==> src/rtl/ball_motion_square.sv <==
// ============================================================================
//  Module      : ball_motion_square
//  Description : Per-ball motion and bounding-box stage feeding the ball
//                bitmap ROM. Integrates fixed-point bouncing-ball physics once
//                per frame, runs an IDLE/MOVING/POPPING life cycle and maps the
//                VGA pixel coordinate into box offsets one clock later.
//                Optional build macro: BALL_CEILING_BOUNCE_EN (ceiling clamp).
//  Revision    : 1.0 - initial release
// ============================================================================
`default_nettype none

module ball_motion_square #(
    parameter int FRAC_BITS   = 6,
    parameter int OBJECT_SIZE = 40,
    parameter int INIT_X      = 100,
    parameter int INIT_Y      = 100,
    parameter int INIT_VX     = 64,
    parameter int BOUNCE_VY   = 512,
    parameter int GRAVITY     = 16,
    parameter int X_MIN       = 0,
    parameter int X_MAX       = 639,
    parameter int Y_TOP       = 0,
    parameter int Y_FLOOR     = 440,
    parameter int POP_FRAMES  = 8
) (
    input  logic        clk,
    input  logic        resetN,
    input  logic        startOfFrame,
    input  logic [10:0] pixelX,
    input  logic [10:0] pixelY,
    input  logic        launch,
    input  logic        hit,
    output logic [10:0] offsetX,
    output logic [10:0] offsetY,
    output logic        InsideRectangle,
    output logic        visible,
    output logic        popped,
    output logic [10:0] topLeftX,
    output logic [10:0] topLeftY
);

    // Position/velocity width: 11 integer bits, fraction, plus sign.
    localparam int W = 12 + FRAC_BITS;

    localparam logic signed [W-1:0] c_init_x    = W'(INIT_X * (2 ** FRAC_BITS));
    localparam logic signed [W-1:0] c_init_y    = W'(INIT_Y * (2 ** FRAC_BITS));
    localparam logic signed [W-1:0] c_init_vx   = W'(INIT_VX);
    localparam logic signed [W-1:0] c_gravity   = W'(GRAVITY);
    localparam logic signed [W-1:0] c_bounce_vy = W'(-BOUNCE_VY);
    localparam logic signed [W-1:0] c_zero      = '0;
    localparam logic signed [W-1:0] c_floor_px  = W'(Y_FLOOR - OBJECT_SIZE);
    localparam logic signed [W-1:0] c_floor_y   = W'((Y_FLOOR - OBJECT_SIZE) * (2 ** FRAC_BITS));
    localparam logic signed [W-1:0] c_left_px   = W'(X_MIN);
    localparam logic signed [W-1:0] c_left_x    = W'(X_MIN * (2 ** FRAC_BITS));
    localparam logic signed [W-1:0] c_right_px  = W'(X_MAX - OBJECT_SIZE + 1);
    localparam logic signed [W-1:0] c_right_x   = W'((X_MAX - OBJECT_SIZE + 1) * (2 ** FRAC_BITS));
    localparam logic signed [W-1:0] c_ceil_px   = W'(Y_TOP);
    localparam logic signed [W-1:0] c_ceil_y    = W'(Y_TOP * (2 ** FRAC_BITS));
    localparam logic signed [11:0]  c_size      = 12'(OBJECT_SIZE);
    localparam logic [7:0]          c_pop_last  = 8'(POP_FRAMES - 1);

    typedef enum logic [1:0] {
        S_IDLE    = 2'd0,
        S_MOVING  = 2'd1,
        S_POPPING = 2'd2
    } state_t;

    state_t r_state, w_state_next;
    logic [7:0] r_pop_cnt, w_pop_cnt_next;
    logic       w_pop_done;

    logic signed [W-1:0] r_x, r_y, r_vx, r_vy;
    logic signed [W-1:0] w_vy_new, w_y_new, w_x_new, w_x_px, w_y_px;
    logic signed [W-1:0] w_x_nx, w_y_nx, w_vx_nx, w_vy_nx;

    logic signed [11:0] w_px, w_py, w_tlx, w_tly;
    logic               w_inside;

    assign topLeftX = r_x[FRAC_BITS+10:FRAC_BITS];
    assign topLeftY = r_y[FRAC_BITS+10:FRAC_BITS];

    // Life-cycle state register.
    always_ff @(posedge clk) begin
        if (!resetN) begin
            r_state   <= S_IDLE;
            r_pop_cnt <= '0;
        end else begin
            r_state   <= w_state_next;
            r_pop_cnt <= w_pop_cnt_next;
        end
    end

    // Next-state logic; launch wins in IDLE, hit wins in MOVING.
    always_comb begin
        w_state_next   = r_state;
        w_pop_cnt_next = r_pop_cnt;
        w_pop_done     = 1'b0;
        case (r_state)
            S_IDLE: begin
                if (launch) w_state_next = S_MOVING;
            end
            S_MOVING: begin
                if (hit) begin
                    w_state_next   = S_POPPING;
                    w_pop_cnt_next = '0;
                end
            end
            S_POPPING: begin
                if (startOfFrame) begin
                    if (r_pop_cnt == c_pop_last) begin
                        w_state_next = S_IDLE;
                        w_pop_done   = 1'b1;
                    end else begin
                        w_pop_cnt_next = r_pop_cnt + 8'd1;
                    end
                end
            end
            default: w_state_next = S_IDLE;
        endcase
    end

    // One-frame physics step with floor, wall and optional ceiling clamps.
    always_comb begin
        w_vy_new = r_vy + c_gravity;
        w_y_new  = r_y + w_vy_new;
        w_x_new  = r_x + r_vx;
        w_x_px   = w_x_new >>> FRAC_BITS;
        w_y_px   = w_y_new >>> FRAC_BITS;
        w_x_nx   = w_x_new;
        w_y_nx   = w_y_new;
        w_vx_nx  = r_vx;
        w_vy_nx  = w_vy_new;
        if (w_y_px >= c_floor_px && w_vy_new > c_zero) begin
            w_y_nx  = c_floor_y;
            w_vy_nx = c_bounce_vy;
        end
`ifdef BALL_CEILING_BOUNCE_EN
        if (w_y_px < c_ceil_px && w_vy_new < c_zero) begin
            w_y_nx  = c_ceil_y;
            w_vy_nx = c_zero;
        end
`endif
        if (w_x_px <= c_left_px && r_vx < c_zero) begin
            w_x_nx  = c_left_x;
            w_vx_nx = -r_vx;
        end else if (w_x_px >= c_right_px && r_vx > c_zero) begin
            w_x_nx  = c_right_x;
            w_vx_nx = -r_vx;
        end
    end

`ifndef BALL_CEILING_BOUNCE_EN
    // Ceiling constants exist only for the ceiling-bounce build.
    logic w_unused_ceiling;
    assign w_unused_ceiling = (c_ceil_px == c_ceil_y);
`endif

    // Position/velocity registers: reload on launch, integrate per frame.
    always_ff @(posedge clk) begin
        if (!resetN) begin
            r_x  <= c_init_x;
            r_y  <= c_init_y;
            r_vx <= c_init_vx;
            r_vy <= c_zero;
        end else if (r_state == S_IDLE && launch) begin
            r_x  <= c_init_x;
            r_y  <= c_init_y;
            r_vx <= c_init_vx;
            r_vy <= c_zero;
        end else if (r_state == S_MOVING && startOfFrame) begin
            r_x  <= w_x_nx;
            r_y  <= w_y_nx;
            r_vx <= w_vx_nx;
            r_vy <= w_vy_nx;
        end
    end

    // Signed 12-bit compare keeps a box partly above/left of 0 correct.
    always_comb begin
        w_px     = {1'b0, pixelX};
        w_py     = {1'b0, pixelY};
        w_tlx    = {topLeftX[10], topLeftX};
        w_tly    = {topLeftY[10], topLeftY};
        w_inside = (w_px >= w_tlx) && (w_px < w_tlx + c_size) &&
                   (w_py >= w_tly) && (w_py < w_tly + c_size);
    end

    // Registered pixel-path and status outputs.
    always_ff @(posedge clk) begin
        if (!resetN) begin
            offsetX         <= '0;
            offsetY         <= '0;
            InsideRectangle <= 1'b0;
            visible         <= 1'b0;
            popped          <= 1'b0;
        end else begin
            InsideRectangle <= w_inside;
            offsetX         <= w_inside ? (pixelX - topLeftX) : 11'd0;
            offsetY         <= w_inside ? (pixelY - topLeftY) : 11'd0;
            visible         <= (r_state == S_MOVING);
            popped          <= w_pop_done;
        end
    end

endmodule

`default_nettype wire

==> config.mk <==
export PLATFORM = sky130hd
export DESIGN_NAME = ball_motion_square
export DESIGN_NICKNAME = d
export VERILOG_FILES = /design/src/rtl/ball_motion_square.sv
export SDC_FILE = /design/constraint.sdc
export NUM_CORES = 1
export LEC_CHECK = 0
export ABC_AREA = 1
export CAP_MARGIN = 40
export CORE_MARGIN = 3
export CORE_UTILIZATION = 40
export DETAILED_ROUTE_END_ITERATION = 8
export PLACE_DENSITY = 0.72
export SLEW_MARGIN = 20
export SYNTH_ARGS = -nofsm -noshare
export SYNTH_HDL_FRONTEND = slang
export SYNTH_SLANG_ARGS = --single-unit
==> constraint.sdc <==
create_clock -name clk -period 3.08 [get_ports clk]
set_clock_uncertainty 0.05 [all_clocks]
set_input_delay 0.616 -clock clk [delete_from_list [all_inputs] [get_ports clk]]
set_output_delay 0.616 -clock clk [all_outputs]
set_load 0.005 [all_outputs]
==> key figures <==
Routing
  • Drt total wl: 20.7 mm
  • Via density: 5.04
  • Drt wl/cell: 13.7 um
  • DRC: 0
  • Post-route ant nets: 0
  • Starting DRT DRC Count: 445
  • Total number of vias: 7626
  • Drt first pass iters: 5

Yosys
  • Avg Inst Size Synth: 6.83 um2
  • Post-synth top cells: nand2_1 (246), inv_1 (163), nor2_1 (102), dfxtp_1 (98), a21oi_1 (84)
  • Register area share after synthesis: 24.8%
  • Yosys warning total: 0
  • Yosys reg bits: 98
  • Yosys top cell area share: 24.8%
  • Post-synth EDFFs: 0
  • Post-synth top flop: dfxtp_1
  • Asr flop ratio synth: 0%
  • Area leader, netlist: dfxtp_1
  • Main area contributors after synthesis: dfxtp_1 (25%), ha_1 (12%), nand2_1 (12%)
  • Synthesized netlist cell count: 1158
  • Syn Nets: 1263
  • Post-synth cell types: 51
  • Post-Syn Area: 7910 um2
  • Cell with the most instances after synthesis: nand2_1

Worst setup path
  • FF-to-FF End: r_y[2]
  • Critical path class: reg2reg
  • Critical Path End Type: register
  • CP Data Required Time: 3.29 ns
  • Critical path cell sequence: ha_4 -> nand2_2 -> nor3_4 -> xor2_1 -> inv_1 -> ha_4 -> a21o_1 -> a21oi_2 -> nand3_2 -> a21o_1 -> nand2_1 -> inv_2 -> nor2_2 -> nor2_2 -> nand2_4 -> nand3_4 -> buf_4 -> nand2_1 -> inv_1
  • CP max FO: 5
  • Worst EP arrival: 3.24 ns
  • Worst setup path start: r_vy[5]
  • CP max stage delay: 0.40 ns
  • CP Capture Point: r_y[2]
  • CP max-delay cell: dfxtp_4
  • Reg2Reg Depth: 19
  • Startpoint Class: register
  • Reg2Reg Setup Slack: 0.05 ns
  • Reg2Reg Launch Point: r_vy[5]

Timing
  • RSZ-0062 raised after global routing: true
  • Final setup vio count: 0
  • WHS: 0.400 ns
  • Final hold vios: 0
  • Pins Over Slew Limit: 0
  • Worst-Margin Slew: 0.753 ns
  • Slew HR: 49.7%
  • Fmax achieved: 330 MHz
  • Setup tns final: 0 ns
  • Crit share post-route: 98.3%
  • Post-route minimum period: 3.03 ns

Placed design
  • I/O Buffers: 73
  • Dpl hpwl: 15.3 mm
  • Gpl congestion: 0.913
  • Placed inst area: 9010 um2
  • Cell Count Post-Placement: 1488

Final layout
  • Fin util: 51.3%
  • Fin area: 9790 um2
  • Area Overhead vs Synth: 23.9%
  • Layout cells sized above 1: 16.0%
  • Nets@finish: 1352
  • Diodes inserted: 0
  • Non-filler instance count after layout: 1512

GRT
  • First-pass GRT wire length: 32.6 mm
  • Busiest grt layer: met2
  • Antenna violations before repair: 0
  • Met2 Use GR: 30.4%
  • Met1 Use GR: 23.9%
  • Largest net degree at the start of global routing: 65
  • Vias in the first global route: 6978
  • Grt ovf: 0
  • GR Layer Usage met3: 2.27%
  • Tot GR Track Use: 18.0%

Flow run
  • MaxCap Viol Count: 0

Clock network
  • Clk root buf: clkbuf_16
  • CTS tree: yes
  • Clock buffer count from CTS: 9
  • CTS max path bufs: 2
  • H-tree depth: 3
  • Clock sink total: 98
  • Clk slew on worst S/H paths: 0.07 ns
  • Clock latency on the worst-skew pair: 0.36 ns

Power
  • P_leak: 4.34 nW
  • Maximum VDD drop: 0.208 mV
  • PD cells: 322 nW/um2

Die
  • Core Area: 19100 um2
  • Die width: 147 um
  • Full die area: 21500 um2
  • Placement Rows: 50
  • Initial Utilization: 41.4%
  • I/O pin cnt: 74
  • Die Y: 147 um

Run status
  • Status: complete, no violations

Hold path
  • Hold WC Path Type: reg2reg
==> state kept, by name, summed over array words and instances, names as in the netlist <==
register	count
r_y	17
r_vx	16
r_pop_cnt	8
r_x	16
r_state	2
InsideRectangle	1
offsetY	11
r_vy	14
popped	1
offsetX	11
visible	1
==> repair_timing <==
action | CTS | global route
gates resized for setup | 12 | 81
endpoints found under the setup margin | 30 | 54
gates cloned | 0 | 2
hold buffers | 0 | 0
pin swaps | 0 | 20
setup buffers | 0 | 6
==> power breakdown <==
group	switching [mW]	leakage [nW]	internal [mW]	total [mW]
clock network	0.528	0.147	0.634	1.16
logic	0.397	3.39	0.276	0.673
registers	0.0289	0.794	1.29	1.32
total	0.954	4.34	2.20	3.16
==> stage by stage <==
stage | setup slack [ns] | power [mW]
floorplan | 0.224 | 1.74
global placement | -0.155 | 1.93
detailed placement | -0.186 | 1.93
CTS | 0.0129 | 3.09
global route | -0.111 | 3.29
finish | 0.0527 | 3.16
==> worst max-delay path: cells and delay by family (launching register included) <==
family	cells	cell delay, ns
AND/OR/NAND/NOR	9	1.00
AO/OA/AOI/OAI	3	0.52
flip-flops	1	0.40
adder cells (fa/ha/maj)	2	0.38
buffers and inverters	4	0.35
XOR/XNOR	1	0.22
==> logic make-up after synthesis <==
family | Yosys count | synth area share, %
adders and majority gates | 78 | 12.5
DFF | 98 | 24.8
xor gates and xnor gates | 62 | 6.96
and+or+nand+nor | 522 | 30.4
buffers and inverters | 217 | 12.0
AOI/OAI and AO/OA | 180 | 13.3
other | 1 | 0.0474
==> area by class of cell <==
type,instances,area [um2]
fillers,1838,9290
flip-flops and latches,98,1970
clock inverters,6,66.3
clock buffers,10,229
repair buffers,122,1130
well taps,260,325
inverters,171,642
multi-input cells,845,5420
==> metal layers <==
layer  wire length [um]  part of all wire (%)
met1               9520                    46
met2               9900                    48
met3                921                   4.5
met4                348                   1.7
met5                  0                     0
==> how the worst min path moves through the flow <==
stage	cells past startpoint	end	slack (ns)	start
2_1_floorplan	2	r_y[3]	0.36	r_y[3]
3_3_place_gp	2	r_y[3]	0.37	r_y[3]
3_5_place_dp	2	r_y[3]	0.38	r_y[3]
4_1_cts	2	r_y[3]	0.39	r_y[3]
5_1_grt	2	r_y[3]	0.42	r_y[3]
6_report	2	r_y[3]	0.40	r_y[3]
==> cells in the final DEF (no fill, tap or decap), types with 4 or more instances in the layout <==
master	n
nand2_4	9
xor2_2	7
nor2_2	13
nand4_1	21
a21oi_2	26
xor2_1	42
nand3_1	73
nor2_4	6
xnor2_1	12
o21ai_2	4
nand2_1	234
ha_1	67
buf_4	44
clkbuf_16	9
a31oi_1	9
o21ai_0	35
inv_2	9
clkdlybuf4s50_1	73
o21bai_1	7
nor3_1	19
nand2_2	16
nor2_1	93
a21oi_1	76
inv_1	162
dfxtp_1	95
nand3b_1	4
o211ai_1	6
ha_4	6
nand2_8	5
nand3_2	16
No activity file was read; power rests on OpenSTA's default activity.
==> RTL change, RTL diff (same flow settings) <==
`FRAC_BITS`: 6 -> 7.
--- a/src/rtl/ball_motion_square.sv
+++ b/src/rtl/ball_motion_square.sv
@@ -11,5 +11,5 @@
 
 module ball_motion_square #(
-    parameter int FRAC_BITS   = 6,
+    parameter int FRAC_BITS   = 7,
     parameter int OBJECT_SIZE = 40,
     parameter int INIT_X      = 100,
Behaviour: not the same (Yosys sat finds a counterexample within 4 cycles, from zero or initial values and one cycle with resetN low).
==> RTL change against the original RTL <==
The flow now finishes with violations (setup timing); largest power group unchanged; core utilization increased by 0.49 points; worst setup slack got worse by 170 ps; area after synthesis grew 5.4%; sequential power rose by 6%; wire length up 12%; sequential cell count rose by 5; final area increased by 7.8%; hold slack better by 25 ps; synthesized cell count grew 5.8%; combinational power increased by 21%; largest cell class unchanged; maximum frequency decreased by 5.4%; critical endpoint is now r_y[13]; power increased by 5.6%.
==> RTL change: results <==
{
  "crit_path_end": "r_y[13]",
  "ys_top_cells_by_area": "dfxtp_1 (25%), ha_1 (12%), nand2_1 (12%)",
  "synth-seq-area-share_pct": 24.8,
  "p_leak_nw": 4.90,
  "synthTopCellsByCount": "nand2_1 (264), inv_1 (165), nor2_1 (125)",
  "dp_hpwl_um": 17600,
  "reg2regPathDepth": 20,
  "r2r-start": "r_vy[4]",
  "n_antenna_cell": 0,
  "grt_pass1_vias": 7653,
  "cts.reportedPaths.clkPinSlew_ps": 80,
  "grt_max_degree": 74,
  "routed_via_density": 5.07,
  "gp_congestion": 0.944,
  "grt_pass1_wl_um": 36400,
  "yosysWarnings": 0,
  "syn-instance-count": 1225,
  "antenna_found_initial": 0,
  "hold_class": "reg -> reg",
  "htreeDepth": 3,
  "cts_buffers": 9,
  "violations": "setup timing",
  "io_buffers": 73,
  "finalSetupTns_ps": -2390,
  "dpl_worst_slack_ps": -217,
  "slew_headroom_pct": 62.8,
  "num-nets-final": 1487,
  "worstPathArrival_ps": 3380,
  "drt_iter0_markers": 461,
  "crit_type": "reg -> reg",
  "layout_setup_ws_ps": -120,
  "finalSetupViolCount": 31,
  "numPlacedInstances": 1618,
  "ir_worst_vdd_uv": 201,
  "status": "complete, but fails checks",
  "first_pass_iters": 5,
  "hp-start": "r_y[5]",
  "vias": 8378,
  "synth.distinct_cells": 50,
  "layout-drive-gt1-share_pct": 18.1,
  "routed_wl_um": 23100,
  "grt_usage_pct": 19.9,
  "clk_latency_ps": 360,
  "crit_fanout": 8,
  "top_regs": "r_x (18), r_y (18), r_vx (17)",
  "drv_slew": 0
}
-- RTL change: cell types whose count changed after synthesis, sizes merged, moves of 4 or more --
cell	unedited run	this run
nor2	112	128
xnor2	13	17
o21ai	41	56
or2	1	8
dfxtp	98	103
a21oi	102	108
ha	76	82
nand2	262	286
nand3	90	81
-- RTL change: worst min-delay path by stage --
| stage | to | depth (start not counted) |
|---|---|---|
| 2_1_floorplan | r_x[1] | 2 |
| 3_3_place_gp | r_x[1] | 2 |
| 3_5_place_dp | r_y[5] | 2 |
| 4_1_cts | r_y[5] | 2 |
| 5_1_grt | r_x[1] | 2 |
| 6_report | r_y[5] | 2 |
-- RTL change: critical path, cell delays in order (launching register included) --
cell and delay [ps]:
dfxtp_4 370, nand4_1 140, nor3_1 210, buf_4 160
nand4_1 120, xor2_2 230, inv_2 80, ha_4 290
nand2_4 50, inv_2 60, nand4_1 90, or2_0 230
nand3_1 120, inv_1 60, nand2_2 70, nand3_2 80
nor2_4 230, nand2_8 120, buf_12 160, nand2_1 50
o211ai_1 80
-- RTL change: power breakdown --
group	leakage [nW]	switching (mW)	internal, mW	total (mW)
Clock	0.134	0.565	0.559	1.12
Sequential	0.835	0.0344	1.36	1.40
Combinational	3.93	0.448	0.364	0.812
Total	4.90	1.05	2.29	3.33
-- RTL change: logic make-up (layout without fill, tap and decap cells) --
group,count (synthesis),after routing,share of synthesized area (%)
xor gates and xnor gates,65,65,6.83
and+or+nand+nor,557,558,29.9
adders and majority gates,84,84,12.8
DFF,103,103,24.8
other,1,2,0.0450
buffers and inverters,214,368,11.9
AOI/OAI and AO/OA,201,201,13.8
-- RTL change: through the flow --
stage                     hold WS, ps  instance area (um2)
after floorplan                   400                 8330
after global placement            411                 9790
after detailed placement          414                 9790
after CTS                         425                10300
after global routing              462                10600
final                             426                10600
-- RTL change: final cells by class --
cell class,instances,area [um2]
well taps,270,338
multi-input cells,910,5610
clock inverters,7,57.6
fillers,1935,9810
flip-flops and latches,103,2080
inverters,168,631
clock buffers,9,225
repair buffers,184,1610
-- RTL change: repair_timing --
item | 4_1_cts | 5_1_grt
buffers inserted | 11 | 4
pin swaps | 19 | 22
gates cloned | 1 | 0
endpoints found under the setup margin | 32 | 46
hold endpoints to repair | 0 | 0
gates resized for setup | 34 | 45
-- RTL change: routing by layer --
metal	vias to the layer above	part of all wire (%)	GRT usage [%]	routed length, um
li1	4267	-	-	-
met1	3858	46	26.5	10600
met2	218	47	33.6	10900
met3	35	5.2	3.01	1200
met4	0	1.6	4.94	369
met5	-	0	0	0
